File: src/rtl/ysyx_24100012_store_buffer.sv
// Store buffer: aligns byte/half/word/dword stores into memory-word lanes and
// queues them in a small FIFO. Misaligned stores are accepted but dropped.
module ysyx_24100012_store_buffer #(
  parameter int ADDR_WIDTH = 32,
  parameter int DATA_WIDTH = 32,
  parameter int DEPTH      = 4
) (
  input  logic                       clk,
  input  logic                       rst,
  input  logic                       req_valid,
  output logic                       req_ready,
  input  logic [1:0]                 req_size,
  input  logic [ADDR_WIDTH-1:0]      req_addr,
  input  logic [DATA_WIDTH-1:0]      req_data,
  output logic                       mem_valid,
  input  logic                       mem_ready,
  output logic [ADDR_WIDTH-1:0]      mem_addr,
  output logic [DATA_WIDTH-1:0]      mem_wdata,
  output logic [DATA_WIDTH/8-1:0]    mem_wstrb,
  output logic                       misalign_err,
  output logic [$clog2(DEPTH):0]     count,
  output logic                       empty
);

  localparam int STRB_W = DATA_WIDTH / 8;
  localparam int OFF_W  = $clog2(STRB_W);
  localparam int PTR_W  = $clog2(DEPTH);
  localparam int CNT_W  = PTR_W + 1;

  logic [ADDR_WIDTH-1:0] addr_mem [DEPTH];
  logic [DATA_WIDTH-1:0] data_mem [DEPTH];
  logic [STRB_W-1:0]     strb_mem [DEPTH];

  logic [PTR_W-1:0] wr_ptr_q, wr_ptr_d;
  logic [PTR_W-1:0] rd_ptr_q, rd_ptr_d;
  logic [CNT_W-1:0] count_q, count_d;
  logic             misalign_q, misalign_d;

  logic [OFF_W-1:0]      offset;
  logic [7:0]            offset_ext;
  logic [7:0]            align_mask;
  logic [STRB_W-1:0]     size_mask;
  logic [STRB_W-1:0]     lane_strb;
  logic [DATA_WIDTH-1:0] lane_data;
  logic [ADDR_WIDTH-1:0] word_addr;
  logic                  misaligned;
  logic                  enq;
  logic                  deq;

  assign offset     = req_addr[OFF_W-1:0];
  assign offset_ext = 8'(offset);
  assign word_addr  = req_addr & ~ADDR_WIDTH'(STRB_W - 1);

  always_comb begin
    size_mask  = '0;
    align_mask = 8'h00;
    case (req_size)
      2'b00: begin size_mask = STRB_W'(8'h01); align_mask = 8'h00; end
      2'b01: begin size_mask = STRB_W'(8'h03); align_mask = 8'h01; end
      2'b10: begin size_mask = STRB_W'(8'h0F); align_mask = 8'h03; end
      default: begin size_mask = STRB_W'(8'hFF); align_mask = 8'h07; end
    endcase
    // A dword cannot fit a 32-bit memory word, so it is always rejected there.
    misaligned = ((offset_ext & align_mask) != 8'h00) ||
                 ((req_size == 2'b11) && (DATA_WIDTH == 32));
    lane_strb  = size_mask << offset;
    lane_data  = req_data << {offset, 3'b000};
  end

  // Readiness looks only at the registered count, never at mem_ready.
  assign req_ready = (count_q < CNT_W'(DEPTH));
  assign enq       = req_valid && req_ready && !misaligned;
  assign deq       = (count_q != '0) && mem_ready;

  always_comb begin
    wr_ptr_d   = wr_ptr_q;
    rd_ptr_d   = rd_ptr_q;
    count_d    = count_q;
    misalign_d = req_valid && req_ready && misaligned;
    if (enq) wr_ptr_d = wr_ptr_q + PTR_W'(1);
    if (deq) rd_ptr_d = rd_ptr_q + PTR_W'(1);
    case ({enq, deq})
      2'b10:   count_d = count_q + CNT_W'(1);
      2'b01:   count_d = count_q - CNT_W'(1);
      default: count_d = count_q;
    endcase
  end

  always_ff @(posedge clk or negedge rst) begin
    if (!rst) begin
      wr_ptr_q   <= '0;
      rd_ptr_q   <= '0;
      count_q    <= '0;
      misalign_q <= 1'b0;
    end else begin
      wr_ptr_q   <= wr_ptr_d;
      rd_ptr_q   <= rd_ptr_d;
      count_q    <= count_d;
      misalign_q <= misalign_d;
    end
  end

  always_ff @(posedge clk) begin
    if (enq) begin
      addr_mem[wr_ptr_q] <= word_addr;
      data_mem[wr_ptr_q] <= lane_data;
      strb_mem[wr_ptr_q] <= lane_strb;
    end
  end

  // Outputs are gated by empty so reset forces them to zero without a clock.
  assign empty        = (count_q == '0);
  assign count        = count_q;
  assign mem_valid    = !empty;
  assign misalign_err = misalign_q;
  assign mem_addr     = empty ? '0 : addr_mem[rd_ptr_q];
  assign mem_wdata    = empty ? '0 : data_mem[rd_ptr_q];
  assign mem_wstrb    = empty ? '0 : strb_mem[rd_ptr_q];

endmodule

File: config.mk
export PLATFORM = sky130hd
export DESIGN_NAME = ysyx_24100012_store_buffer
export DESIGN_NICKNAME = d
export VERILOG_FILES = /design/src/rtl/ysyx_24100012_store_buffer.sv
export SDC_FILE = /design/constraint.sdc
export NUM_CORES = 1
export LEC_CHECK = 0
export ABC_AREA = 1
export BUFFER_PORTS_ARGS = -buffer_cell sky130_fd_sc_hd__buf_2
export CAP_MARGIN = 20
export CORE_ASPECT_RATIO = 0.8
export CORE_MARGIN = 5
export CORE_UTILIZATION = 50
export DETAILED_ROUTE_END_ITERATION = 8
export GPL_TIMING_DRIVEN = 0
export PLACE_DENSITY_LB_ADDON = 0.25
export SYNTH_ARGS = -nofsm -noshare
export SYNTH_HDL_FRONTEND = slang
export SYNTH_SLANG_ARGS = --single-unit
File: constraint.sdc
create_clock -name clk -period 8 [get_ports clk]
set_clock_uncertainty 0.2 [all_clocks]
set_input_delay 0.8 -clock clk [delete_from_list [all_inputs] [get_ports clk]]
set_output_delay 0.8 -clock clk [all_outputs]
set_load 0.005 [all_outputs]
==> impl_metrics.env, run 1 <==
export IMPL_status="completed"
export IMPL_setup_viol=0
export IMPL_min_from="req_addr[5]"
export IMPL_grt_antenna_before_repair=1
export IMPL_powerDensity_nw_per_um2=328
export IMPL_worstPathRequired_ps=7000
export IMPL_row_count=50
export IMPL_start_util=0.511
export IMPL_maxSlewHeadroom=0.350
export IMPL_synth_edf_count=264
export IMPL_dpl_cell_area_um2=13400
export IMPL_seq_area_frac_synth=0.674
export IMPL_areaGrowthSynthToFinish_pct=18.1
export IMPL_start_kind="flop"
export IMPL_cts_resized=0
export IMPL_r2r_end="data_mem[2][0]$_DFFE_PP_"
export IMPL_synthArstFlopShare=0.0294
export IMPL_critical_path_cell_chain="inv_2, nand3_2, inv_2, buf_2, buf_2, a21oi_1, buf_2"
export IMPL_antennaDiodeCount=0
export IMPL_wirelength_mm=29.4
export IMPL_multiInputGateArea_um2=3000
export IMPL_syn_inst=1209
export IMPL_post_place_cells=1674
export IMPL_rsz0062_at_grt="no"
export IMPL_crit_top_cell="buf_2"
export IMPL_ys_flop_type="edfxtp_1"
export IMPL_grt_usage=0.215
export IMPL_maxSlewViolCount=0
export IMPL_worst_pin_slew_ps=973
export IMPL_crit_type="reg -> out"
export IMPL_seq_area_um2=8130
export IMPL_slowest_stage="dfrtp_1"
export IMPL_clk_latency_ps=520
export IMPL_period_needed_ps=3180
export IMPL_drcViolationCount=0
export IMPL_dieWidth_um=184
export IMPL_numPortBuffers=142
export IMPL_fin_tns_setup_ps=0
export IMPL_hold_path_cell_count=1
export IMPL_final_nets=1468
export IMPL_yosysUniqueCellTypes=26
export IMPL_maxCapViolCount=0
export IMPL_cts_tree="built"
export IMPL_ys_warn_count=0
export IMPL_min_path_type="in -> reg"
export IMPL_ir_worst_vdd_mv=0.150
export IMPL_routedWlPerCell_um=17.0
export IMPL_drtIter0Drc=677
export IMPL_rr_startpoint="count[2]$_DFFE_PN0P_"
export IMPL_tritoncts_num_buffers=27
export IMPL_cts_clk_slew_worst_paths_ps=60
export IMPL_die_y_um=149
export IMPL_fin_area_um2=14200
export IMPL_max_stage_delay_ps=410
export IMPL_dp_hpwl_mm=19.8
export IMPL_grt_pass1_vias=8377
export IMPL_syn_area_per_cell_um2=9.98
export IMPL_cp_arrival_ps=2180
export IMPL_vias=8472
export IMPL_io_pins=145
export IMPL_fmax_mhz=314
export IMPL_fin_crit_sh=0.398
export IMPL_cts_max_level=1
export IMPL_grt_max_degree=29
export IMPL_syn_area_um2=12100
export IMPL_viasPerCell=4.92
export IMPL_gr_total_overflow=0
export IMPL_regToRegSetupSlack_ps=5310
export IMPL_rr_worst_depth=4
export IMPL_critPathMaxFanout=10
export IMPL_hold_viol=0
export IMPL_leakage_uw=0.00610
export IMPL_fin_cells=1723
export IMPL_cts_root_buffer="clkbuf_16"
export IMPL_place_congestion=0.942
export IMPL_die_area_um2=27400
export IMPL_antenna_left=0
export IMPL_dr_pass1_iters=5
export IMPL_nFillCells=1960
export IMPL_holdPathEnd="addr_mem[0][3]$_DFFE_PP_"
export IMPL_drive_above_1_share=0.174
export IMPL_cts_max_path_buffers=3
export IMPL_worstSetupEndpointType="output port"
export IMPL_grt_pass1_wl_mm=46.0
export IMPL_ys_seq_elements=272
export IMPL_cts_sinks=272
export IMPL_core_um2=23600
[worst max-delay path: cells and delay by family (launching register included)]
family	cells	cell delay [ps]
buffers and inverters	5	980
flip-flops	1	410
AND/OR/NAND/NOR	1	150
AO/OA/AOI/OAI	1	100
[power by group]
group / switching (µW) / leakage (µW) / total, µW / internal, µW
combinational: 1160 / 0.00323 / 1840 / 675
clock: 496 / 0.000382 / 1150 / 653
sequential: 27.2 / 0.00249 / 1690 / 1660
[area by class of cell]
type | instances | area share
Inverter | 159 | 0.0419
Buffer | 62 | 0.0263
Tap cell | 312 | 0.0274
Multi-Input combinational cell | 717 | 0.210
Clock buffer | 38 | 0.0503
Sequential cell | 272 | 0.571
Timing Repair Buffer | 153 | 0.0678
Clock inverter | 10 | 0.00510
[state kept, by name (all words and copies together), names as in the netlist]
signal        count
addr_mem        120
count             3
data_mem        128
misalign_err      1
rd_ptr_q          2
strb_mem         16
wr_ptr_q          2
[placed cells by master (no fill, tap or decap), types with 3 or more instances in the layout]
master	count
buf_4	13
o21ai_0	18
nor2_4	4
buf_6	7
buf_16	6
clkbuf_16	27
nand2_1	291
clkinv_2	4
xnor2_1	3
edfxtp_1	264
clkbuf_1	20
inv_1	156
inv_2	3
o22ai_1	9
dfrtp_1	8
a21oi_1	74
ha_1	5
buf_2	174
a22oi_1	8
clkinv_1	4
nor2_1	292
buf_12	4
[worst max path at each step]
stage                                    start                   endpoint  slack, ps
after CTS                 count[2]$_DFFE_PN0P_              mem_wdata[14]       4800
after global placement             req_addr[1]   data_mem[3][8]$_DFFE_PP_        390
final                     count[2]$_DFFE_PN0P_              mem_wdata[14]       4820
after floorplan                    req_size[0]   addr_mem[0][0]$_DFFE_PP_       3190
after global routing      count[0]$_DFFE_PN0P_              mem_wdata[15]       4660
after detailed placement           req_addr[1]  addr_mem[2][28]$_DFFE_PP_       4360
[timing repair]
item | CTS | global route
hold endpoints to repair | 8 | 0
hold buffers | 1 | 0
buffers inserted | 0 | 0
[kinds of logic (layout without fill, tap and decap cells)]
| logic type | after synthesis | in the layout | share of synthesized area |
|---|---|---|---|
| other | 1 | 2 | 0.000311 |
| AND/OR/NAND/NOR | 593 | 593 | 0.186 |
| XOR/XNOR | 4 | 4 | 0.00290 |
| adder cells (fa/ha/maj) | 6 | 6 | 0.00685 |
| AO/OA/AOI/OAI | 112 | 112 | 0.0493 |
| buffers and inverters | 221 | 422 | 0.0805 |
| flip-flops | 272 | 272 | 0.674 |
[metal layers]
metal | routed length (µm) | up-vias | global-route usage
met5 | 13 | - | 0
met4 | 797 | 2 | 0.0607
met3 | 1820 | 55 | 0.0332
met2 | 13700 | 269 | 0.350
met1 | 13000 | 3928 | 0.304
li1 | - | 4218 | -
[Yosys cell counts (all sizes together), types with 2 or more instances]
cell | count | area [µm²]
inv | 159 | 597
nor2 | 296 | 1110
nand4 | 2 | 12.5
nand3 | 2 | 20.0
nand2 | 291 | 1090
xnor2 | 3 | 26.3
o21ai | 20 | 100
clkbuf | 9 | 33.8
ha | 5 | 62.6
edfxtp | 264 | 7930
a22oi | 8 | 60.1
o22ai | 9 | 56.3
a21oi | 74 | 370
buf | 53 | 340
dfrtp | 8 | 200
[metrics by stage]
stage | total power, µW | util | setup slack (ps) | hold slack [ps]
floorplan | 2820 | - | 3190 | 289
global placement | 3530 | 0.558 | 389 | 285
detailed placement | 3570 | 0.570 | 4360 | 295
CTS | 4720 | 0.604 | 4800 | 275
global route | 4990 | 0.604 | 4660 | 275
finish | 4680 | 0.604 | 4820 | 289
No activity file was read; power rests on OpenSTA's default activity.
==> run 2: changes to the inputs <==
==> constraint.sdc (replaced) <==
create_clock -name clk -period 2.63 [get_ports clk]
set_clock_uncertainty 0.2 [all_clocks]
set_input_delay 0.263 -clock clk [delete_from_list [all_inputs] [get_ports clk]]
set_output_delay 0.263 -clock clk [all_outputs]
set_load 0.005 [all_outputs]
==> impl_metrics.env, run 2 (synthesis gave the netlist of run 1 again) <==
export IMPL_min_path_type="in -> reg"
export IMPL_grt_usage=0.217
export IMPL_dp_hpwl_mm=19.7
export IMPL_status="completed"
export IMPL_maxSlewHeadroom=0.457
export IMPL_holdPathEnd="wr_ptr_q[0]$_DFFE_PN0P_"
export IMPL_vias=8755
export IMPL_r2r_end="addr_mem[3][24]$_DFFE_PP_"
export IMPL_cts_max_level=1
export IMPL_wirelength_mm=30.0
export IMPL_largestRegisters="data_mem (128), addr_mem (120), strb_mem (16)"
export IMPL_whs_ps=25.2
export IMPL_min_from="req_size[0]"
export IMPL_rsz0062_at_grt="no"
export IMPL_final_cell_mix="nor2_1 (292), nand2_1 (291), edfxtp_1 (264)"
export IMPL_rr_worst_depth=5
export IMPL_dr_pass1_iters=5
export IMPL_place_congestion=0.919
export IMPL_hold_path_cell_count=4
export IMPL_nFillCells=1873
export IMPL_tritoncts_num_buffers=29
export IMPL_seq_area_um2=8130
export IMPL_powerDensity_nw_per_um2=991
export IMPL_multiInputGateArea_um2=3020
export IMPL_start_kind="flop"
export IMPL_cts_max_path_buffers=3
export IMPL_cts_clk_slew_worst_paths_ps=60
export IMPL_worstPathRequired_ps=2170
export IMPL_grt_max_degree=29
export IMPL_gr_total_overflow=0
export IMPL_rr_startpoint="count[2]$_DFFE_PN0P_"
export IMPL_crit_type="reg -> out"
export IMPL_drive_above_1_share=0.177
export IMPL_worstSetupEndpointType="output port"
export IMPL_grt_antenna_before_repair=0
export IMPL_cts_sinks=272
export IMPL_maxSlewViolCount=0
export IMPL_start_util=0.511
export IMPL_hold_viol=0
export IMPL_die_y_um=149
export IMPL_largest_register="data_mem"
export IMPL_drcViolationCount=0
export IMPL_cp_arrival_ps=2080
export IMPL_antenna_left=0
export IMPL_period_needed_ps=2540
export IMPL_routedWlPerCell_um=17.0
export IMPL_regToRegSetupSlack_ps=160
export IMPL_fmax_mhz=393
export IMPL_die_area_um2=27400
export IMPL_cts_tree="built"
export IMPL_dieWidth_um=184
export IMPL_final_nets=1505
export IMPL_largest_reg_flops=128
export IMPL_final_util=0.622
export IMPL_setup_viol=0
export IMPL_ir_worst_vdd_mv=0.517
export IMPL_viasPerCell=4.97
export IMPL_fin_crit_sh=0.968
export IMPL_cts_root_buffer="clkbuf_16"
export IMPL_drtIter0Drc=687
export IMPL_worst_pin_slew_ps=814
export IMPL_row_count=50
export IMPL_clk_latency_ps=530
export IMPL_numPortBuffers=142
export IMPL_core_um2=23600
export IMPL_final_common_cell="nor2_1"
export IMPL_io_pins=145
export IMPL_leakage_uw=0.00628
export IMPL_critPathMaxFanout=10
export IMPL_antennaDiodeCount=0
export IMPL_maxCapViolCount=0
export IMPL_areaGrowthSynthToFinish_pct=21.6
export IMPL_grt_pass1_vias=8645
export IMPL_grt_pass1_wl_mm=46.3
[run 2: cell count changes in the layout (fill, tap and decap cells not counted), sizes merged]
cell	previous run	this run
buf	205	203
clkbuf	47	46
clkinv	8	14
clkinvlp	1	2
dlygate4sd3	1	35
nor2	296	297
[run 2: worst max path at each step]
stage                                     end  slack, ps  cells past startpoint               startpoint
floorplan            addr_mem[0][0]$_DFFE_PP_       -570                      3              req_size[0]
detailed placement   data_mem[3][9]$_DFFE_PP_       -450                      6              req_addr[1]
CTS                             mem_wdata[14]         10                      7     count[0]$_DFFE_PN0P_
global route        addr_mem[3][24]$_DFFE_PP_         20                      5     count[2]$_DFFE_PN0P_
finish                          mem_wdata[28]         90                      7  rd_ptr_q[1]$_DFFE_PN0P_
global placement    addr_mem[1][23]$_DFFE_PP_      -2280                      4              req_addr[1]
[run 2: metrics by stage]
| stage | cell area, µm² | instances | TNS [ps] | power, µW | setup slack [ps] |
|---|---|---|---|---|---|
| global placement | 13200 | 1664 | -583250 | 10700 | -2280 |
| detailed placement | 13400 | 1673 | -30580 | 10900 | -448 |
| finish | 14700 | 1762 | 0 | 14500 | 85.4 |
| global route | 14700 | 1762 | 0 | 15400 | 23.6 |
| CTS | 14600 | 1761 | 0 | 14600 | 14.1 |
| floorplan | 12100 | 1210 | -151410 | 8570 | -574 |
[run 2: report_power, final]
group	internal, µW	switching [µW]	total (µW)	leakage (µW)
Sequential	5060	82.6	5150	0.00249
Clock	2100	1550	3660	0.000413
Combinational	2130	3600	5730	0.00338
[run 2: routing by layer]
metal / routed length [µm] / track usage / part of all wire
met1: 13000 / 0.305 / 0.43
met2: 14300 / 0.360 / 0.48
met3: 2060 / 0.0322 / 0.069
met4: 621 / 0.0566 / 0.021
met5: 0 / 0 / 0
[run 2: what timing repair did]
action / 4_1_cts / 5_1_grt
gates cloned: 1 / 0
buffers inserted: 0 / 1
gates resized for setup: 5 / 12
hold endpoints to repair: 137 / 0
pin swaps: 1 / 1
endpoints found under the setup margin: 58 / 69
hold buffers: 35 / 0
[run 2: final cells by class]
cell class	instances	share of cell area
inverters	159	0.0407
clock inverters	17	0.00708
plain buffers	62	0.0270
well taps	312	0.0266
repair buffers	187	0.0872
clock buffers	35	0.0510
multi-input cells	718	0.206
flip-flops and latches	272	0.554
[run 2: worst max-delay path: stages (launching register included)]
cell and delay, ps:
dfrtp_1 360, buf_2 180, clkbuf_4 230, buf_6 180, nor2_1 100, nand2_1 50, a21oi_1 260, buf_2 180
